**src/rtl/esp_uart_flow_uart.sv**
```systemverilog
// Buffered UART for the ESP8266 link. The TX and RX FIFOs sit behind RTS/CTS flow control
// implemented in fabric. Each frame has one start bit, DATA_BITS data bits sent LSB first,
// one stop bit and no parity.
module esp_uart_flow_uart #(
   parameter int unsigned CLK_HZ     = 100_000_000,
   parameter int unsigned BAUD       = 115_200,
   parameter int unsigned DATA_BITS  = 8,
   parameter int unsigned FIFO_DEPTH = 16,
   parameter int unsigned RTS_THRESH = 12
) (
   input  logic                            sysclk,
   input  logic                            sysreset_n,
   input  logic                            flow_en,
   input  logic [DATA_BITS-1:0]            tx_data,
   input  logic                            tx_valid,
   output logic                            tx_ready,
   output logic [DATA_BITS-1:0]            rx_data,
   output logic                            rx_valid,
   input  logic                            rx_ready,
   output logic [$clog2(FIFO_DEPTH):0]     tx_level,
   output logic [$clog2(FIFO_DEPTH):0]     rx_level,
   output logic                            rx_overrun,
   output logic                            frame_err,
   input  logic                            err_clr,
   output logic                            uart_txd,
   input  logic                            uart_rxd,
   output logic                            uart_rts_n,
   input  logic                            uart_cts_n
);

   localparam int unsigned DIV = CLK_HZ / BAUD;
   localparam int unsigned AW  = $clog2(FIFO_DEPTH);
   localparam int unsigned LW  = AW + 1;
   localparam int unsigned CW  = $clog2(DIV) + 1;
   localparam int unsigned BW  = $clog2(DATA_BITS) + 1;

   localparam logic [CW-1:0] DIV_LAST  = CW'(DIV - 1);
   localparam logic [CW-1:0] HALF_LAST = CW'(DIV / 2 - 1);
   localparam logic [BW-1:0] BITS_LAST = BW'(DATA_BITS - 1);
   localparam logic [LW-1:0] DEPTH_L   = LW'(FIFO_DEPTH);
   localparam logic [LW-1:0] RTS_L     = LW'(RTS_THRESH);

   typedef enum logic [1:0] {TxIdle, TxStart, TxData, TxStop} tx_st_e;
   typedef enum logic [2:0] {RxIdle, RxStart, RxData, RxStop, RxWait} rx_st_e;

   // ---------------------------------------------------------------------------------------
   // Input synchronisers and the ready gate
   // ---------------------------------------------------------------------------------------
   logic [1:0] rxd_sync_q, cts_sync_q;
   logic       rxd_sync, cts_sync;
   logic       alive_q;

   // Two-flop synchronisers; they reset to the line-idle level.
   always_ff @(posedge sysclk or negedge sysreset_n) begin
      if (!sysreset_n) begin
         rxd_sync_q <= 2'b11;
         cts_sync_q <= 2'b11;
         alive_q    <= 1'b0;
      end else begin
         rxd_sync_q <= {rxd_sync_q[0], uart_rxd};
         cts_sync_q <= {cts_sync_q[0], uart_cts_n};
         alive_q    <= 1'b1;
      end
   end

   assign rxd_sync = rxd_sync_q[1];
   assign cts_sync = cts_sync_q[1];

   // ---------------------------------------------------------------------------------------
   // TX FIFO
   // ---------------------------------------------------------------------------------------
   logic [DATA_BITS-1:0] tx_mem [FIFO_DEPTH];
   logic [LW-1:0]        tx_wr_q, tx_rd_q;
   logic                 tx_full, tx_empty, tx_push, tx_pop;
   logic [DATA_BITS-1:0] tx_head;

   assign tx_level = tx_wr_q - tx_rd_q;
   assign tx_full  = (tx_level == DEPTH_L);
   assign tx_empty = (tx_level == '0);
   assign tx_ready = alive_q && !tx_full;
   assign tx_push  = tx_valid && tx_ready;
   assign tx_head  = tx_mem[tx_rd_q[AW-1:0]];

   // TX storage write
   always_ff @(posedge sysclk) begin
      if (tx_push) tx_mem[tx_wr_q[AW-1:0]] <= tx_data;
   end

   // TX pointers; the extra MSB tells full from empty
   always_ff @(posedge sysclk or negedge sysreset_n) begin
      if (!sysreset_n) begin
         tx_wr_q <= '0;
         tx_rd_q <= '0;
      end else begin
         if (tx_push) tx_wr_q <= tx_wr_q + 1'b1;
         if (tx_pop)  tx_rd_q <= tx_rd_q + 1'b1;
      end
   end

   // ---------------------------------------------------------------------------------------
   // TX FSM
   // ---------------------------------------------------------------------------------------
   tx_st_e               tx_st_q, tx_st_d;
   logic [CW-1:0]        tx_cnt_q, tx_cnt_d;
   logic [BW-1:0]        tx_bit_q, tx_bit_d;
   logic [DATA_BITS-1:0] tx_sh_q, tx_sh_d;
   logic                 txd_q, txd_d;
   logic                 tx_go;

   // CTS is only consulted when a frame is about to start
   assign tx_go = !tx_empty && (!flow_en || !cts_sync);

   // TX state register; txd is registered so the pin is glitch-free
   always_ff @(posedge sysclk or negedge sysreset_n) begin
      if (!sysreset_n) begin
         tx_st_q  <= TxIdle;
         tx_cnt_q <= '0;
         tx_bit_q <= '0;
         tx_sh_q  <= '0;
         txd_q    <= 1'b1;
      end else begin
         tx_st_q  <= tx_st_d;
         tx_cnt_q <= tx_cnt_d;
         tx_bit_q <= tx_bit_d;
         tx_sh_q  <= tx_sh_d;
         txd_q    <= txd_d;
      end
   end

   // TX next state; the stop bit chains straight into the next start bit when data is waiting
   always_comb begin
      tx_st_d  = tx_st_q;
      tx_cnt_d = tx_cnt_q + 1'b1;
      tx_bit_d = tx_bit_q;
      tx_sh_d  = tx_sh_q;
      txd_d    = txd_q;
      tx_pop   = 1'b0;
      unique case (tx_st_q)
         TxIdle: begin
            tx_cnt_d = '0;
            txd_d    = 1'b1;
            if (tx_go) begin
               tx_pop  = 1'b1;
               tx_sh_d = tx_head;
               txd_d   = 1'b0;
               tx_st_d = TxStart;
            end
         end
         TxStart: begin
            if (tx_cnt_q == DIV_LAST) begin
               tx_cnt_d = '0;
               tx_bit_d = '0;
               txd_d    = tx_sh_q[0];
               tx_st_d  = TxData;
            end
         end
         TxData: begin
            if (tx_cnt_q == DIV_LAST) begin
               tx_cnt_d = '0;
               if (tx_bit_q == BITS_LAST) begin
                  txd_d   = 1'b1;
                  tx_st_d = TxStop;
               end else begin
                  tx_bit_d = tx_bit_q + 1'b1;
                  tx_sh_d  = tx_sh_q >> 1;
                  txd_d    = tx_sh_q[1];
               end
            end
         end
         TxStop: begin
            if (tx_cnt_q == DIV_LAST) begin
               tx_cnt_d = '0;
               if (tx_go) begin
                  tx_pop  = 1'b1;
                  tx_sh_d = tx_head;
                  txd_d   = 1'b0;
                  tx_st_d = TxStart;
               end else begin
                  txd_d   = 1'b1;
                  tx_st_d = TxIdle;
               end
            end
         end
         default: tx_st_d = TxIdle;
      endcase
   end

   assign uart_txd = txd_q;

   // ---------------------------------------------------------------------------------------
   // RX FIFO
   // ---------------------------------------------------------------------------------------
   logic [DATA_BITS-1:0] rx_mem [FIFO_DEPTH];
   logic [LW-1:0]        rx_wr_q, rx_rd_q;
   logic                 rx_full, rx_pop, rx_push, rx_wr_en;
   logic [DATA_BITS-1:0] rx_sh_q, rx_sh_d;

   assign rx_level = rx_wr_q - rx_rd_q;
   assign rx_full  = (rx_level == DEPTH_L);
   assign rx_valid = (rx_level != '0);
   assign rx_pop   = rx_valid && rx_ready;
   // A full FIFO still accepts a push when its head leaves in the same cycle
   assign rx_wr_en = rx_push && (!rx_full || rx_pop);
   assign rx_data  = rx_mem[rx_rd_q[AW-1:0]];

   // RX storage write
   always_ff @(posedge sysclk) begin
      if (rx_wr_en) rx_mem[rx_wr_q[AW-1:0]] <= rx_sh_q;
   end

   // RX pointers
   always_ff @(posedge sysclk or negedge sysreset_n) begin
      if (!sysreset_n) begin
         rx_wr_q <= '0;
         rx_rd_q <= '0;
      end else begin
         if (rx_wr_en) rx_wr_q <= rx_wr_q + 1'b1;
         if (rx_pop)   rx_rd_q <= rx_rd_q + 1'b1;
      end
   end

   // ---------------------------------------------------------------------------------------
   // RX FSM
   // ---------------------------------------------------------------------------------------
   rx_st_e        rx_st_q, rx_st_d;
   logic [CW-1:0] rx_cnt_q, rx_cnt_d;
   logic [BW-1:0] rx_bit_q, rx_bit_d;
   logic          overrun_q, overrun_d;
   logic          ferr_q, ferr_d;

   // RX state register and error flags
   always_ff @(posedge sysclk or negedge sysreset_n) begin
      if (!sysreset_n) begin
         rx_st_q   <= RxIdle;
         rx_cnt_q  <= '0;
         rx_bit_q  <= '0;
         rx_sh_q   <= '0;
         overrun_q <= 1'b0;
         ferr_q    <= 1'b0;
      end else begin
         rx_st_q   <= rx_st_d;
         rx_cnt_q  <= rx_cnt_d;
         rx_bit_q  <= rx_bit_d;
         rx_sh_q   <= rx_sh_d;
         overrun_q <= overrun_d;
         ferr_q    <= ferr_d;
      end
   end

   // RX next state; samples land mid-bit by waiting half a bit after the falling edge
   always_comb begin
      rx_st_d  = rx_st_q;
      rx_cnt_d = rx_cnt_q + 1'b1;
      rx_bit_d = rx_bit_q;
      rx_sh_d  = rx_sh_q;
      rx_push  = 1'b0;
      ferr_d   = 1'b0;
      unique case (rx_st_q)
         RxIdle: begin
            rx_cnt_d = '0;
            if (!rxd_sync) rx_st_d = RxStart;
         end
         RxStart: begin
            if (rx_cnt_q == HALF_LAST) begin
               rx_cnt_d = '0;
               rx_bit_d = '0;
               rx_st_d  = rxd_sync ? RxIdle : RxData;
            end
         end
         RxData: begin
            if (rx_cnt_q == DIV_LAST) begin
               rx_cnt_d = '0;
               rx_sh_d  = {rxd_sync, rx_sh_q[DATA_BITS-1:1]};
               if (rx_bit_q == BITS_LAST) rx_st_d = RxStop;
               else                       rx_bit_d = rx_bit_q + 1'b1;
            end
         end
         RxStop: begin
            if (rx_cnt_q == DIV_LAST) begin
               rx_cnt_d = '0;
               if (rxd_sync) begin
                  rx_push = 1'b1;
                  rx_st_d = RxIdle;
               end else begin
                  ferr_d  = 1'b1;
                  rx_st_d = RxWait;
               end
            end
         end
         RxWait: begin
            rx_cnt_d = '0;
            if (rxd_sync) rx_st_d = RxIdle;
         end
         default: rx_st_d = RxIdle;
      endcase
   end

   // Sticky overrun; a new loss wins over a simultaneous clear
   always_comb begin
      overrun_d = overrun_q;
      if (rx_push && rx_full && !rx_pop) overrun_d = 1'b1;
      else if (err_clr)                  overrun_d = 1'b0;
   end

   assign rx_overrun = overrun_q;
   assign frame_err  = ferr_q;

   // ---------------------------------------------------------------------------------------
   // RTS
   // ---------------------------------------------------------------------------------------
   logic rts_n_q;

   // Registered RTS; it follows the RX level one cycle late
   always_ff @(posedge sysclk or negedge sysreset_n) begin
      if (!sysreset_n) rts_n_q <= 1'b1;
      else             rts_n_q <= flow_en ? (rx_level >= RTS_L) : 1'b0;
   end

   assign uart_rts_n = rts_n_q;

endmodule

```
**config.mk**
```make
export PLATFORM = sky130hd
export DESIGN_NAME = esp_uart_flow_uart
export DESIGN_NICKNAME = d
export VERILOG_FILES = /design/src/rtl/esp_uart_flow_uart.sv
export SDC_FILE = /design/constraint.sdc
export NUM_CORES = 1
export LEC_CHECK = 0
export ABC_AREA = 1
export CAP_MARGIN = 20
export CORE_MARGIN = 5
export CORE_UTILIZATION = 52
export DETAILED_ROUTE_END_ITERATION = 16
export PLACE_DENSITY = 0.69
export SYNTH_ARGS = -nofsm -noshare
export SYNTH_HDL_FRONTEND = slang
export SYNTH_SLANG_ARGS = --single-unit
```
**constraint.sdc**
```tcl
create_clock -name sysclk -period 6.25 [get_ports sysclk]
set_clock_uncertainty 0.2 [all_clocks]
set_input_delay 0.625 -clock sysclk [delete_from_list [all_inputs] [get_ports sysclk]]
set_output_delay 0.625 -clock sysclk [all_outputs]
set_load 0.02 [all_outputs]
```
Word level (Yosys, flattened, before mapping)
Memories as Yosys holds them, arrays and structs flattened.
Cells that the tools add are included.

word-level totals
  register bits after elaboration = 80
  bits in writable memories = 256
  input bits = 16
  output and inout port bits = 24
  logic and storage cells = 148
  memories = 2

operators by class
  add/subtract/negate cells = 10
  order comparisons = 1
  equal/unequal tests = 27
  multiplexer cells = 56
  reductions and logical operators = 33

memories
  name    words  bits a word  rd ports  clocked after memory_dff  write ports  RTL line  RTL
  rx_mem  16     8            1         0                         1            193       logic [DATA_BITS-1:0] rx_mem [FIFO_DEPTH];
  tx_mem  16     8            1         0                         1            72        logic [DATA_BITS-1:0] tx_mem [FIFO_DEPTH];

operators with widths
  kind                                                   count
  two-way mux 11 bit                                     3
  case mux 11 bit (3 select lines)                       1
  two-way mux 8 bit                                      4
  != test 2 bit, second input constant                   13
  two-way mux 4 bit                                      6
  case mux 8 bit (3 select lines)                        1
  adder 11 x 1 -> 11 bit, second input constant          2
  equality test 11 x 10 -> 1 bit, second input constant  2
  case mux 11 bit (2 select lines)                       1
  two-way mux 1 bit                                      21
  two-way mux 3 bit                                      7
  adder 5 x 1 -> 5 bit, second input constant            4
  case mux 4 bit (2 select lines)                        2
  case mux 3 bit (5 select lines)                        1
  two-way mux 2 bit                                      6
  AND reduction 4 bit                                    3
  equality test 11 x 9 -> 1 bit, second input constant   1
  equality test 5 bit, second input constant             2
  subtractor 5 bit                                       2
  adder 4 x 1 -> 4 bit, second input constant            2
  equality test 4 x 3 -> 1 bit, second input constant    2
  case mux 2 bit (4 select lines)                        1
  logical AND 1 bit                                      7
  equality test 3 x 2 -> 1 bit, second input constant    2
  21 further kinds                                       31

Longest topological paths before layout
Gate-level depths: netlist (run 1).

  word-level depth = 7
  depth in mapped cells = 15
  depth with buffers taken out = 15

Least setup slack after synthesis (run 1)
Ideal clock, no wire load.

  kind = register to register
  start point = register tx_rd_q[1]
  end point = memory tx_mem[5][0] (enable)
  library setup time = 383 ps
  data arrival time = 2,862 ps
  data required time = 5,667 ps
  slack = 2,804 ps
  cell stages (with the launch flop) = 12
  buffers on the path = 3
  period minus slack after synthesis = 3,446 ps
  cell sequence = dfrtp_1 > buf_2 > inv_1 > buf_2 > fa_1 > xor2_1 > nor2_1 > nand2_1 > o21a_2 > nand2_1 > buf_2 > nor3_1

between the ends
  word-level cells in the longest chain between the ends = 7

ends and longest elaborated chain
  what                                     RTL line  RTL
  start: declaration                       73        logic [LW-1:0] tx_wr_q, tx_rd_q;
  start signal: assignment                 96        if (tx_pop) tx_rd_q <= tx_rd_q + 1'b1;
  subtractor 5 bit                         77        assign tx_level = tx_wr_q - tx_rd_q;
  via tx_level[2]                          20        output logic [$clog2(FIFO_DEPTH):0] tx_level,
  equality test 5 bit                      78        assign tx_full = (tx_level == DEPTH_L);
  zero test 1 bit                          80        assign tx_ready = alive_q && !tx_full;
  logical AND 1 bit                        80
  via tx_ready                             16        output logic tx_ready,
  logical AND 1 bit                        81        assign tx_push = tx_valid && tx_ready;
  two-way mux 1 bit                        86        if (tx_push) tx_mem[tx_wr_q[AW-1:0]] <= tx_data;
  two-way mux 1 bit (implied by the code)  86
  end: declaration                         72

The timed path passes the listed nets, and every way through them passes these cells.

Final worst setup path (run 1)
  start point = register rx_rd_q[0]
  end point = output rx_data[6]

between the ends
  word-level cells in the longest chain between the ends = 1

ends and longest elaborated chain
  what                      RTL line  RTL
  start: declaration        194       logic [LW-1:0] rx_wr_q, rx_rd_q;
  start signal: assignment  218       if (rx_pop) rx_rd_q <= rx_rd_q + 1'b1;
  memory read (16 x 8 bit)  -
  end: declaration          17        output logic [DATA_BITS-1:0] rx_data,

Every way passes these cells.

==> reports/metrics.cfg, run 1 <==
[routing]
drt-wirelength-per-cell_um = 18.3
drc = 0
drt_pass1_iterations = 5
routed_wl_mm = 33.5
drtAntennaViolNets = 0
vias_per_cell = 5.45
num_vias = 9967
drt_iter0_markers = 875

[floorplanning]
dieHeight_um = 178
start_util_pct = 52.8
rows = 61
io_pins = 40
die-width_um = 178
core_mm2 = 0.0279
dieArea_mm2 = 0.0317

[logic_synthesis]
async_reset_ff_share_pct = 23.8
postSynthCellCount = 1392
synth_xor_area_share_pct = 1.37
synthMuxAreaShare_pct = 0.0766
netlist_area_mm2 = 0.0147
yosys.area.top_type = edfxtp_1
syn_nets = 1438
synth_top_area_share_pct = 52.3
ys_types = 43
yosysMostFrequentCell = nor2_1
ys.flop_type = edfxtp_1
syn_avg_cell_area_um2 = 10.6
synth_top_cells_by_count = nor2_1 (286), edfxtp_1 (256), nand2_1 (242)
synth_simple_gate_area_share_pct = 18.5
synth_top_family_by_area = simple AND/OR/NAND/NOR gates
synth_warnings = 0
synth_edf_count = 256
synth_compound_area_share_pct = 7.76
synthTopCellsByArea = edfxtp_1 (52%), dfrtp_1 (13%), nor2_1 (7.3%)
seq_area_frac_synth_pct = 65.9
ys_seq_elements = 336
synth-adder-area-share_pct = 2.65

[clocking]
cts_tree = done
cts.path.max_buffers = 3
numCtsBuffers = 35
cts_setup_buffers = 0
hold_buffers = 0
htreeDepth = 2
ctsResizeCount = 0
clkSlewWorstSetupHoldPaths_ps = 60
root_buffer = clkbuf_16
cts_sinks = 336
clk_latency_ps = 520

[pwr]
vdd_drop_max_mv = 0.471
net-switching-power_mw = 1.95
swShare_pct = 32.1
power_frac_clock_pct = 32.0
intPower_mw = 4.13
power_density_mw_per_mm2 = 369
leakagePower_nw = 6.70
p_seq_share_pct = 42.9
comb_power_share_pct = 25.1

[sta]
slew_violations = 0
fmax_ghz = 0.229
slew_headroom_pct = 28.6
fin_tns_setup_ps = 0
worst_pin_slew_ps = 1070
period_needed_ps = 4360
finalCritPeriodShare_pct = 69.8
rsz0062_at_grt = no
setup_viol = 0
final_hold_viol_count = 0

[critical_path]
crit_buf_inv = 3
arrival_ps = 3540
cp-start-kind = register
slowest_delay_ps = 810
crit_chain = inv_1 > buf_4 > o21ai_0 > o221ai_1 > o211ai_1 > nand3_1 > clkdlybuf4s50_1
endpoint_kind = output port
path_max_fanout = 37
worst_path_dominant_cell_family = buffers and inverters
path_class = reg -> out
cp.required_ps = 5420
crit_slowest_cell = inv_1

[grt]
grt_pass1_vias = 9806
grt_use_total_pct = 21.2
grt_pass1_wl_mm = 52.9
grt_max_degree = 81
antenna_found_initial = 0
grt-ovfl-total = 0

[final_layout]
drive_above_1_share_pct = 6.20
n_antenna_cell = 0
fin_nets = 1472
syn_to_final_growth_pct = 12.2
fin_util_pct = 59.2

[outcome]
status = finished, final reports clean

[place]
portBuffers = 39
hpwlAfterDp_mm = 21.5
place.gp.congestion = 0.838

[worst_hold_path]
hold_path.class = reg -> reg

[flow_run]
cap_violations = 0

[power by group through the flow]
stage	combinational (mW)	sequential (mW)	clock, mW
finish	1.53	2.61	1.95
global route	1.72	2.62	2.08
CTS	1.52	2.61	1.99
detailed placement	1.51	2.65	0
global placement	1.50	2.65	0
floorplan	1.07	2.62	0
[kinds of logic (layout without fill, tap and decap cells)]
kind of cell / Yosys count / in the layout
compound gates: 207 / 207
other cells: 1 / 1
fa+ha+maj: 30 / 30
simple gates: 661 / 661
mux: 1 / 1
xor+xnor: 23 / 23
flops: 336 / 336
buf+inv: 133 / 193
[flip-flops by register name, summed over array words and instances, names as in the netlist]
| name | flops |
|---|---|
| rx_sh_q | 8 |
| alive_q | 1 |
| tx_rd_q | 5 |
| uart_rts_n | 1 |
| rx_wr_q | 5 |
| uart_txd | 1 |
| tx_sh_q | 8 |
| rxd_sync_q | 2 |
| rx_rd_q | 5 |
| frame_err | 1 |
| rx_cnt_q | 11 |
| rx_st_q | 3 |
| rx_bit_q | 4 |
| tx_wr_q | 5 |
| tx_cnt_q | 11 |
| tx_bit_q | 4 |
| rx_overrun | 1 |
| rx_mem | 128 |
| tx_mem | 128 |
| cts_sync_q | 2 |
| tx_st_q | 2 |
[cells in the final DEF (no fill, tap or decap), types with 23 or more instances in the layout]
master / instances
clkbuf_16: 35
clkdlybuf4s50_1: 38
dfrtp_1: 72
edfxtp_1: 256
ha_1: 28
inv_1: 72
nand2_1: 242
nand3_1: 88
nor2_1: 286
o21ai_0: 139
o22ai_1: 23
[per-layer routing]
layer	wire [µm]	global-route usage [%]	vias up	share of wire (%)
li1	-	-	4843	-
met5	0	0	-	0
met4	986	6.54	0	2.9
met3	2000	3.18	70	6.0
met2	16200	35.4	333	48
met1	14300	28.9	4721	43
[layout make-up]
class	count	area, µm²
fillers	2339	11400
inverters	80	300
repair buffers	50	493
well taps	378	473
clock inverters	19	159
clock buffers	44	910
flip-flops and latches	336	9700
multi-input cells	923	4470
[metrics by stage]
| step | setup slack (ps) | cell area, µm² | hold WS (ps) | instances | total power, mW |
|---|---|---|---|---|---|
| detailed placement | 2100 | 15400 | 150 | 1763 | 4.16 |
| global placement | 2180 | 15400 | 146 | 1763 | 4.15 |
| finish | 1890 | 16500 | 160 | 1830 | 6.09 |
| global route | 1720 | 16500 | 162 | 1830 | 6.42 |
| floorplan | 2800 | 14700 | 129 | 1392 | 3.70 |
| CTS | 1870 | 16500 | 117 | 1826 | 6.12 |
[path summary, 6_finish.rpt]
path	from	end	slack (ps)	cells after the start
setup / recovery	rx_rd_q[0]	rx_data[6]	1890	7
setup reg to reg	tx_rd_q[2]	tx_mem[13][2]	2160	10
hold / removal	cts_sync_q[0]	cts_sync_q[1]	160	0
hold reg to reg	cts_sync_q[0]	cts_sync_q[1]	160	0
max in group asynchronous	sysreset_n	uart_txd	4950	3
min in group asynchronous	sysreset_n	rx_bit_q[1]	300	2
Note: power is estimated with default switching activity, not from simulation.
==> run 2: changes to the inputs <==
==> constraint.sdc (replaced) <==
create_clock -name sysclk -period 4.2 [get_ports sysclk]
set_clock_uncertainty 0.2 [all_clocks]
set_input_delay 0.42 -clock sysclk [delete_from_list [all_inputs] [get_ports sysclk]]
set_output_delay 0.42 -clock sysclk [all_outputs]
set_load 0.02 [all_outputs]
==> run 2 against run 1 <==
Non-clock buffer count up 20. Highest routed layer unchanged. Routed wire length decreased by 5.3%. Critical path type unchanged. Combinational power is 46% higher.
==> reports/metrics.cfg, run 2 (synthesized netlist as in run 1, its figures left out) <==
[place]
dpl_cell_area_mm2 = 0.0156  ; +1.2%
hpwlAfterDp_mm = 20.4  ; -5.4%
place.gp.congestion = 0.866  ; +3.2%
portBuffers = 39  ; unchanged
post-place-ws_ps = 800  ; -1300 ps

[sta]
setup_viol = 0  ; unchanged
fin_tns_setup_ps = 0  ; unchanged
period_needed_ps = 3840
worst_pin_slew_ps = 983  ; -87.2 ps
slew_headroom_pct = 34.5  ; +5.9 points
fmax_ghz = 0.261
finalCritPeriodShare_pct = 91.3
rsz0062_at_grt = no
setup_slack_ps = 363  ; -1520 ps
final_hold_viol_count = 0  ; unchanged
slew_violations = 0  ; unchanged

[pwr]
power_density_mw_per_mm2 = 546  ; +48%
leakagePower_nw = 6.85  ; +2.3%
net-switching-power_mw = 2.84  ; +45%
intPower_mw = 6.28  ; +52%
power_frac_clock_pct = 33.1  ; +1.1 points
vdd_drop_max_mv = 0.670  ; +42%
swShare_pct = 31.1  ; -1.0 points
comb_power_share_pct = 24.5  ; -0.6 points
p_seq_share_pct = 42.4  ; -0.5 points

[clocking]
ctsResizeCount = 0  ; unchanged
htreeDepth = 2  ; unchanged
cts_tree = done
cts.path.max_buffers = 3  ; unchanged
numCtsBuffers = 36  ; +2.9%
cts_sinks = 336  ; unchanged
clkSlewWorstSetupHoldPaths_ps = 60  ; about the same
clk_latency_ps = 520  ; about the same
hold_buffers = 1  ; +1
cts_setup_buffers = 0  ; unchanged
root_buffer = clkbuf_16

[final_layout]
layout_common_cells = nor2_1 (286), edfxtp_1 (256), nand2_1 (242), o21ai_0 (139), nand3_1 (88)
n_antenna_cell = 0  ; unchanged
fin_nets = 1493  ; +1.4%
drive_above_1_share_pct = 7.67  ; +1.5 points
mostFrequentLayoutCell = nor2_1
final_cell_area_mm2 = 0.0167  ; +1.3%
fill_cells = 2250  ; -3.8%
regArea_mm2 = 0.00970  ; unchanged
multi_input_area_mm2 = 0.00447  ; unchanged
syn_to_final_growth_pct = 13.7

[routing]
num_vias = 9970  ; +0.030%
drt_iter0_markers = 812  ; -7.2%
routed_wl_mm = 31.7  ; -5.3%
drtAntennaViolNets = 0  ; unchanged
vias_per_cell = 5.39  ; -1.1%
drt-wirelength-per-cell_um = 17.2  ; -6.3%
drt_pass1_iterations = 6  ; +1
drc = 0  ; unchanged

[grt]
grt-ovfl-total = 0  ; unchanged
grt_max_degree = 68  ; -16%
grt_pass1_vias = 9589  ; -2.2%
grt_use_total_pct = 20.2  ; -1.0 points
grt_pass1_wl_mm = 50.3  ; -5.1%
antenna_found_initial = 0  ; unchanged

[critical_path]
cp.required_ps = 3580  ; -1840 ps
crit_chain = inv_1 > ha_1 > inv_1 > fa_1 > or2_2 > nor3_2 > nand2_1 > clkdlybuf4s50_1
endpoint_kind = output port
cp-start-kind = register
crit_slowest_cell = clkdlybuf4s50_1
path_class = reg -> out
arrival_ps = 3220  ; -320 ps
path_max_fanout = 7  ; -81%
slowest_delay_ps = 620  ; -190 ps
cp_common_cell = inv_1

[floorplanning]
dieArea_mm2 = 0.0317  ; unchanged
rows = 61  ; unchanged
io_pins = 40  ; unchanged
core_mm2 = 0.0279  ; unchanged
dieHeight_um = 178  ; unchanged
die-width_um = 178  ; unchanged
start_util_pct = 52.8  ; unchanged

[flow_run]
cap_violations = 0  ; unchanged

[outcome]
status = finished, final reports clean

[worst_hold_path]
hold_path.class = in -> reg

run 2: cell types whose count changed in the layout (fill, tap and decap cells not counted), sizes merged:
cell,before,now
clkinv,14,18
buf,9,31
inv,80,79
clkinvlp,3,0
clkbuf,46,45
run 2: area by class of cell:
cell class | instances | share of cell area (%)
flip-flops and latches | 336 | 58.0
multi-input cells | 923 | 26.7
clock buffers | 45 | 5.90
repair buffers | 70 | 3.80
well taps | 378 | 2.83
inverters | 80 | 1.80
clock inverters | 19 | 0.883
run 2: power groups by stage:
| stage | logic (mW) | registers (mW) | clock network (mW) |
|---|---|---|---|
| 6_report | 2.23 | 3.87 | 3.01 |
| 5_1_grt | 2.53 | 3.88 | 3.22 |
| 4_1_cts | 2.25 | 3.87 | 3.08 |
| 3_5_place_dp | 2.23 | 3.93 | 0 |
| 3_3_place_gp | 2.21 | 3.93 | 0 |
| 2_1_floorplan | 1.60 | 3.91 | 0 |
run 2: through the flow:
stage | power, mW | hold WS, ps | cells | utilization (%)
finish | 9.12 | 116 | 1851 | 60.0
CTS | 9.19 | 88.2 | 1851 | 60.0
detailed placement | 6.16 | 151 | 1786 | 55.9
global placement | 6.13 | 146 | 1786 | 55.9
global route | 9.63 | 97.5 | 1851 | 60.0
floorplan | 5.50 | -75.6 | 1392 | -
run 2: worst max-delay path, delay by kind of cell (launching register included):
kind / cells / cell delay, ps
DFF: 1 / 430
and+or+nand+nor: 3 / 840
buffers and inverters: 3 / 820
adders and majority gates: 2 / 630
run 2: worst paths after layout:
kind	slack, ps	from	cells past startpoint	endpoint
worst max-delay path	360	rx_wr_q[0]	8	rx_valid
worst min-delay path	120	uart_rxd	1	rxd_sync_q[0]
worst max register to register	780	rx_wr_q[0]	11	rx_mem[4][0]
worst min register to register	160	rxd_sync_q[0]	0	rxd_sync_q[1]
max in group asynchronous	2640	sysreset_n	3	rxd_sync_q[0]
min in group asynchronous	310	sysreset_n	2	rx_wr_q[0]
run 2: layer usage:
metal	global-route usage (%)	wire (µm)	part of all wire, %
met5	0	0	0
met4	6.93	968	3.0
met3	2.88	1720	5.4
met2	33.1	15200	48
met1	27.9	13800	44
